<file path="config.mk">
export PLATFORM = sky130hd
export DESIGN_NAME = slot_reel_engine
export DESIGN_NICKNAME = d
export VERILOG_FILES = /design/src/rtl/slot_reel_engine.sv
export SDC_FILE = /design/constraint.sdc
export NUM_CORES = 1
export LEC_CHECK = 0
export CAP_MARGIN = 15
export CORE_ASPECT_RATIO = 1.2
export CORE_MARGIN = 2
export CORE_UTILIZATION = 64
export CTS_BUF_LIST = sky130_fd_sc_hd__clkbuf_16
export DETAILED_ROUTE_END_ITERATION = 8
export GPL_TIMING_DRIVEN = 0
export PLACE_DENSITY = 0.83
export SLEW_MARGIN = 25
export SYNTH_ARGS = -nofsm -noshare
export SYNTH_HDL_FRONTEND = slang
export SYNTH_SLANG_ARGS = --single-unit
</file>
<file path="constraint.sdc">
create_clock -name clk -period 4.05 [get_ports clk]
set_input_delay 0.81 -clock clk [delete_from_list [all_inputs] [get_ports clk]]
set_output_delay 0.81 -clock clk [all_outputs]
set_load 0.01 [all_outputs]
</file>
<file path="src/rtl/slot_reel_engine.sv">
// ---------------------------------------------------------------------------
// slot_reel_engine
//
// Produces the three column symbols for the downstream slot-machine game FSM.
// The three reels are modulo-NUM_SYM counters. Each one starts at a
// pseudo-random position taken from a free-running 16-bit LFSR and advances
// once per tick. A stop request, or an auto-stop after MAX_SPIN cycles,
// freezes the reels one at a time, STOP_GAP cycles apart. The block then holds
// the final symbols and raises result_valid.
//
// Ports:
//   clk           system clock
//   reset         synchronous, active-high reset
//   spin          lever level; starts a spin from IDLE or DONE
//   stop          stop request level; only acted on while spinning
//   reel0..reel2  column symbols, always in 0..NUM_SYM-1
//   moving        bit i set while reel i is advancing
//   done          one-cycle pulse when the last reel freezes
//   result_valid  high while the final result is being held (DONE)
// ---------------------------------------------------------------------------
module slot_reel_engine #(
    parameter int          SYM_W     = 3,
    parameter int          NUM_SYM   = 6,
    parameter int          STEP_DIV  = 2_000_000,
    parameter int          STOP_GAP  = 12_000_000,
    parameter int          MAX_SPIN  = 100_000_000,
    parameter logic [15:0] LFSR_SEED = 16'hACE1
) (
    input  logic             clk,
    input  logic             reset,
    input  logic             spin,
    input  logic             stop,
    output logic [SYM_W-1:0] reel0,
    output logic [SYM_W-1:0] reel1,
    output logic [SYM_W-1:0] reel2,
    output logic [2:0]       moving,
    output logic             done,
    output logic             result_valid
);

    localparam int TICK_W = $clog2(STEP_DIV);
    localparam int GAP_W  = $clog2(STOP_GAP + 1);
    localparam int SPIN_W = $clog2(MAX_SPIN + 1);

    localparam logic [TICK_W-1:0] TICK_LAST = TICK_W'(STEP_DIV - 1);
    localparam logic [GAP_W-1:0]  GAP_LAST  = GAP_W'(STOP_GAP - 1);
    localparam logic [SPIN_W-1:0] SPIN_LAST = SPIN_W'(MAX_SPIN - 1);
    localparam logic [SYM_W-1:0]  SYM_LAST  = SYM_W'(NUM_SYM - 1);
    localparam logic [SYM_W:0]    SYM_COUNT = (SYM_W + 1)'(NUM_SYM);

    typedef enum logic [2:0] {
        IDLE  = 3'd0,
        SPIN  = 3'd1,
        STOP1 = 3'd2,
        STOP2 = 3'd3,
        DONE  = 3'd4
    } state_t;

    state_t              state_reg, state_next;
    logic [15:0]         lfsr_reg, lfsr_next;
    logic [TICK_W-1:0]   tick_cnt_reg, tick_cnt_next;
    logic [SPIN_W-1:0]   spin_cnt_reg, spin_cnt_next;
    logic [GAP_W-1:0]    gap_cnt_reg, gap_cnt_next;
    logic [SYM_W-1:0]    reel_reg [3];
    logic [SYM_W-1:0]    reel_next [3];
    logic [2:0]          moving_reg, moving_next;
    logic                done_reg, done_next;
    logic                tick;
    logic [SYM_W-1:0]    load_val [3];

    // Start positions: a SYM_W-bit slice of the LFSR per reel. Because
    // NUM_SYM > 2^(SYM_W-1), one conditional subtraction folds any raw slice
    // into 0..NUM_SYM-1.
    generate
        for (genvar gi = 0; gi < 3; gi++) begin : g_load
            logic [SYM_W-1:0] raw;
            assign raw          = lfsr_reg[3*gi +: SYM_W];
            assign load_val[gi] = ({1'b0, raw} >= SYM_COUNT)
                                  ? raw - SYM_COUNT[SYM_W-1:0] : raw;
        end
    endgenerate

    assign tick = (moving_reg != 3'b000) && (tick_cnt_reg == TICK_LAST);

    always_comb begin
        state_next    = state_reg;
        lfsr_next     = {lfsr_reg[14:0],
                         lfsr_reg[15] ^ lfsr_reg[13] ^ lfsr_reg[12] ^ lfsr_reg[10]};
        spin_cnt_next = spin_cnt_reg;
        gap_cnt_next  = gap_cnt_reg;
        moving_next   = moving_reg;
        done_next     = 1'b0;

        // The tick counter only runs while some reel is moving.
        if (moving_reg == 3'b000 || tick) begin
            tick_cnt_next = '0;
        end else begin
            tick_cnt_next = tick_cnt_reg + TICK_W'(1);
        end

        // Advancement uses the pre-edge moving bit, so a reel that freezes on
        // a tick edge still takes that final step.
        for (int i = 0; i < 3; i++) begin
            reel_next[i] = reel_reg[i];
            if (tick && moving_reg[i]) begin
                reel_next[i] = (reel_reg[i] == SYM_LAST) ? '0
                                                         : reel_reg[i] + SYM_W'(1);
            end
        end

        case (state_reg)
            IDLE, DONE: begin
                if (spin) begin
                    state_next    = SPIN;
                    moving_next   = 3'b111;
                    spin_cnt_next = '0;
                    tick_cnt_next = '0;
                    for (int i = 0; i < 3; i++) begin
                        reel_next[i] = load_val[i];
                    end
                end
            end
            SPIN: begin
                spin_cnt_next = spin_cnt_reg + SPIN_W'(1);
                if (stop || spin_cnt_reg == SPIN_LAST) begin
                    state_next     = STOP1;
                    moving_next[0] = 1'b0;
                    gap_cnt_next   = '0;
                end
            end
            STOP1: begin
                gap_cnt_next = gap_cnt_reg + GAP_W'(1);
                if (gap_cnt_reg == GAP_LAST) begin
                    state_next     = STOP2;
                    moving_next[1] = 1'b0;
                    gap_cnt_next   = '0;
                end
            end
            STOP2: begin
                gap_cnt_next = gap_cnt_reg + GAP_W'(1);
                if (gap_cnt_reg == GAP_LAST) begin
                    state_next     = DONE;
                    moving_next[2] = 1'b0;
                    done_next      = 1'b1;
                end
            end
            default: begin
                state_next = IDLE;
            end
        endcase
    end

    always_ff @(posedge clk) begin
        if (reset) begin
            state_reg    <= IDLE;
            lfsr_reg     <= LFSR_SEED;
            tick_cnt_reg <= '0;
            spin_cnt_reg <= '0;
            gap_cnt_reg  <= '0;
            moving_reg   <= 3'b000;
            done_reg     <= 1'b0;
            for (int i = 0; i < 3; i++) begin
                reel_reg[i] <= '0;
            end
        end else begin
            state_reg    <= state_next;
            lfsr_reg     <= lfsr_next;
            tick_cnt_reg <= tick_cnt_next;
            spin_cnt_reg <= spin_cnt_next;
            gap_cnt_reg  <= gap_cnt_next;
            moving_reg   <= moving_next;
            done_reg     <= done_next;
            for (int i = 0; i < 3; i++) begin
                reel_reg[i] <= reel_next[i];
            end
        end
    end

    assign reel0        = reel_reg[0];
    assign reel1        = reel_reg[1];
    assign reel2        = reel_reg[2];
    assign moving       = moving_reg;
    assign done         = done_reg;
    assign result_valid = (state_reg == DONE);

endmodule
</file>
### Word-level counts from Yosys, hierarchy flattened

Memories as Yosys holds them, arrays and structs flattened.
Cells that the tools add are included.

| operators by class | value |
|---|---|
| add/subtract/negate cells | 9 |
| magnitude comparators | 3 |
| equal/unequal tests | 14 |
| mux-type cells | 37 |
| bitwise gates (word level) | 7 |
| reduce and logical (&&, ||, !) cells | 21 |

Operators by type and width:

| kind | number |
|---|---|
| case mux 24 bit (3 select lines) | 1 |
| 2-to-1 mux 21 bit | 3 |
| case mux 27 bit (2 select lines) | 1 |
| 2-to-1 mux 3 bit | 17 |
| 2-to-1 mux 24 bit | 2 |
| adder 27 x 1 -> 27 bit (second input constant) | 1 |
| equality test 27 bit (second input constant) | 1 |
| 2-to-1 mux 27 bit | 1 |
| adder 24 x 1 -> 24 bit (second input constant) | 1 |
| equality test 24 bit (second input constant) | 1 |
| adder 21 x 1 -> 21 bit (second input constant) | 1 |
| equality test 21 bit (second input constant) | 1 |
| 2-to-1 mux 9 bit | 2 |
| equality test 3 bit (second input constant) | 4 |
| case mux 3 bit (4 select lines) | 1 |
| adder 3 x 1 -> 3 bit (second input constant) | 3 |
| >= comparator 3 bit (second input constant) | 3 |
| AND reduction 3 bit | 3 |
| subtractor 3 bit (second input constant) | 3 |
| inequality test 2 bit (second input constant) | 4 |
| equality test 3 x 2 -> 1 bit (second input constant) | 2 |
| zero test 3 bit | 2 |
| 2-to-1 mux 1 bit | 6 |
| case mux 1 bit (2 select lines) | 3 |
| 11 further kinds | 24 |

| storage, ports and cells | value |
|---|---|
| register bits | 95 |
| bits in writable memories | 9 |
| input port bits | 4 |
| word-level logic and storage cells | 101 |
| memories | 1 |

Memories:

| name | depth | bits a word | rd ports | clocked after memory_dff | wr ports | line | text |
|---|---|---|---|---|---|---|---|
| reel_reg | 3 | 3 | 3 | 0 | 3 | 64 | `logic [SYM_W-1:0] reel_reg [3];` |

### Logic depth before layout (Yosys ltp)

| logic depth | value |
|---|---|
| depth in word-level cells | 7 |
| gate-level depth with buffers | 8 |
| mapped depth without buffers | 6 |

### Worst setup path after synthesis

Ideal clock, no wire load.

| timing | value |
|---|---|
| path kind | reg-to-reg |
| start | register state_reg[0] |
| end | register spin_cnt_reg[9] |
| arrival time | 1.901 ns |
| slack | 2.084 ns |
| cell stages (with the launch flop) | 8 |
| buffers on the path | 2 |
| cell sequence | dfxtp_1 > or3b_1 > buf_6 > clkbuf_1 > nor3_1 > and3_1 > mux2_2 > nor2_1 |

| between the ends | value |
|---|---|
| word-level cells in the longest chain between the ends | 4 |

Ends and longest elaborated chain:

| element | line | text |
|---|---|---|
| from (decl) | 59 | `state_t state_reg, state_next;` |
| from (signal assigned) | 166 | `state_reg <= state_next;` |
| equality test 3 bit / zero test 3 bit (equally long branches) | 111 | `case (state_reg)` |
| OR reduction 2 bit | 111 |  |
| inequality test 2 bit (no line) / nonzero test 2 bit (equally long branches) | - |  |
| AND reduction 2 bit (no line) | - |  |
| to (signal assigned) | 169 | `spin_cnt_reg <= spin_cnt_next;` |
| to (decl) | 62 | `logic [SPIN_W-1:0] spin_cnt_reg, spin_cnt_next;` |

Several ways; a longest one is shown, not always the timed one.
A chain may end at the register's enable or synchronous reset.

### Worst setup path in the final report

| timing | value |
|---|---|
| start | register state_reg[0] |
| end | output result_valid |

| between the ends | value |
|---|---|
| word-level cells in the longest chain between the ends | 1 |

Ends and longest elaborated chain:

| element | line | text |
|---|---|---|
| equality test 3 bit | 184 | `assign result_valid = (state_reg == DONE);` |
| to (decl) | 38 | `output logic result_valid` |

No other way between the ends.

==> metrics.md <==
| Metric | Value |
|---|---|
| Final count of negative-setup-slack endpoints | `0` |
| Routed length on met2 | `5590 um` |
| Max Fclk | `404 MHz` |
| Final WL | `11100 um` |
| Slowest CP cell | `clkdlybuf4s50_1` |
| Post-route insts no fill | `684` |
| Fill cells | `568` |
| Post-layout util | `74.1%` |
| R2R Path Start | `state_reg[0]$_SDFFE_PP0P_` |
| Most common cell after layout, fill and taps aside | `dfxtp_1` |
| Largest register FFs | `27` |
| Setup TNS | `0 ns` |
| Yosys top cell by area | `dfxtp_1` |
| Remaining DRCs | `0` |
| WL/cell | `16.3 um` |
| Fin crit share | `61.1%` |
| Clk sink count | `104` |
| Critical path fanouts, max | `8` |
| Commonest cells after routing, fill and taps aside | `dfxtp_1, nor2_1, nand2_1, a21oi_1, nand3_1` |
| Clock buffers created by TritonCTS | `9` |
| Routed vias/inst | `6.38` |
| CTS Hold Bufs | `0` |
| Levels on crit path | `3` |
| CP Capture Type | `primary output` |
| Diodes inserted | `0` |
| Starting Density | `66.5%` |
| Post-CTS Setup Bufs | `0` |
| Syn. warnings | `0` |
| Crit path time final | `2.48 ns` |
| First-pass DRT Iterations | `5` |
| Routed met3 length | `561 um` |
| H-tree Lvls | `3` |
| Row Count | `34` |
| Port Buffers | `16` |
| Critical path launch point type | `register` |
| Critical-path cell list | `nor2_1 > and2_1 > clkdlybuf4s50_1` |
| Worst R2R Setup Slack | `1.67 ns` |
| Total gr overflow | `0` |
| Post-CTS Resized | `0` |
| CP top delay family | `buffers and inverters` |
| Cell area after synthesis | `4860 um^2` |
| Rel. slew slack | `45.9%` |
| Initial drt markers | `200` |
| Area fraction of the dominant cell type after synthesis | `42.8%` |
| Buf/Inv on CP | `1` |
| Top cells by area, synth | `dfxtp_1, nor2_1, a21oi_1` |
| Gpl congestion | `0.903` |
| Syn Area/Cell | `8.65 um^2` |
| MaxCap Viol Count | `0` |
| Largest net degree at the start of global routing | `20` |
| Required time worst endpoint | `3.24 ns` |
| Main flop type after synthesis | `dfxtp_1` |
| Hold crit path type | `register to register` |
| Vias in the first global route | `4043` |
| Power per cell area | `393 nW/um^2` |
| Crit Path Class | `register to primary output` |
| Post-synth EDFFs | `0` |
| Horiz. Die Dim | `83.6 um` |
| HPWL after DPL | `7660 um` |
| Die area | `8310 um^2` |
| First-pass GRT wire length | `18500 um` |
| Met1 Routed Length | `4730 um` |
| Yosys reg bits | `104` |
| Layout cells sized above 1 | `8.08%` |
| Outcome | `complete, no violations` |
| Maximum root-to-sink buffer count | `2` |
| IO Pins | `18` |
| Core area | `7320 um^2` |
| Worst skew pair latency | `0.35 ns` |
| Synth unique cells | `61` |
| Synthesized Nets | `569` |
| Maximum VDD drop | `0.318 mV` |
| Reg2Reg Capture Point | `gap_cnt_reg[15]$_SDFFE_PP0P_` |
| Cell count after synthesis | `562` |
| Clk root buf | `clkbuf_16` |
| Measured slew at the worst slew-check pin | `0.810 ns` |
| Die height | `99.5 um` |
| R2R depth | `7` |
| RSZ-0062 raised after global routing | `false` |
| Slowest stage delay, CP | `0.54 ns` |
| Layout Skew | `0.00997 ns` |
| WHS | `0.417 ns` |
| Endpoints failing hold | `0` |
| CTS tree | `yes` |
| Setup crit end | `result_valid` |
| Post-synth ARST share | `0%` |
| CP Launch Point | `state_reg[0]$_SDFFE_PP0P_` |
| CP Data Arrival Time | `1.67 ns` |
| Initial antenna violation count | `0` |
| Pins Over Slew Limit | `0` |
| ANT nets after route | `0` |
| Placed cells | `668` |
| Power Total | `2.13 mW` |
| Layout area overhead | `11.6%` |
| Worst-path clk slew | `0.07 ns` |
| Sequential fraction of the synthesis area | `42.8%` |
| Leak | `1.80 nW` |
| Tot GR Track Use | `26.9%` |
| Post-layout nets | `596` |
| Via count | `4362` |
| Max layer used | `met4` |
-- power by group --
part,switching (mW),internal (mW)
sequential,0.0284,1.06
combinational,0.138,0.0754
clock,0.404,0.430
-- kinds of logic after synthesis --
logic type / synth area share (%)
flip-flops: 42.8
buffers and inverters: 3.86
XOR/XNOR: 4.50
adder cells (fa/ha/maj): 0.772
AND/OR/NAND/NOR: 31.8
AO/OA/AOI/OAI: 14.8
multiplexers: 1.36
-- worst min path at each step --
| stage | start | end | slack [ns] | cells after the start |
|---|---|---|---|---|
| 6_report | lfsr_reg[14]$_SDFF_PP0_ | lfsr_reg[15]$_SDFF_PP1_ | 0.42 | 1 |
| 5_1_grt | lfsr_reg[14]$_SDFF_PP0_ | lfsr_reg[15]$_SDFF_PP1_ | 0.43 | 1 |
| 4_1_cts | lfsr_reg[14]$_SDFF_PP0_ | lfsr_reg[15]$_SDFF_PP1_ | 0.42 | 1 |
| 3_5_place_dp | lfsr_reg[14]$_SDFF_PP0_ | lfsr_reg[15]$_SDFF_PP1_ | 0.40 | 1 |
| 3_3_place_gp | lfsr_reg[14]$_SDFF_PP0_ | lfsr_reg[15]$_SDFF_PP1_ | 0.39 | 1 |
| 2_1_floorplan | lfsr_reg[9]$_SDFF_PP0_ | lfsr_reg[10]$_SDFF_PP1_ | 0.39 | 1 |
-- synth_stat cells, types with 7 or more instances --
| cell type | instances |
|---|---|
| o21ai_0 | 9 |
| xor2_1 | 16 |
| nand4_1 | 24 |
| nor3_1 | 7 |
| o31ai_1 | 22 |
| inv_1 | 12 |
| dfxtp_1 | 104 |
| a21oi_1 | 39 |
| nand2_1 | 45 |
| and3_1 | 12 |
| buf_2 | 9 |
| or4_1 | 24 |
| clkbuf_1 | 22 |
| nand3_1 | 32 |
| xnor2_1 | 9 |
| or2_2 | 8 |
| nor2_1 | 60 |
| or3_1 | 11 |
-- metal layers --
layer / up-vias / global-route usage [%]
li1: 2141 / -
met1: 2039 / 33.9
met2: 156 / 45.9
met3: 26 / 3.32
met4: 0 / 12.8
met5: - / 0
-- area by class of cell --
class                   count  area [um^2]  share of cell area, %
plain buffers              33          143                   2.63
clock buffers               9          225                   4.15
clock inverters             7         65.1                   1.20
inverters                  12         45.0                  0.830
multi-input cells         413         2590                   47.8
flip-flops and latches    104         2080                   38.4
well taps                  90          113                   2.08
repair buffers             16          160                   2.95
-- stage by stage --
| step | setup slack (ns) | instance area [um^2] |
|---|---|---|
| final | 1.57 | 5430 |
| after global routing | 1.39 | 5430 |
| after CTS | 1.53 | 5430 |
| after detailed placement | 1.17 | 5130 |
| after global placement | 1.26 | 5130 |
| after floorplan | 2.08 | 4860 |
No activity file was read; power rests on OpenSTA's default activity.
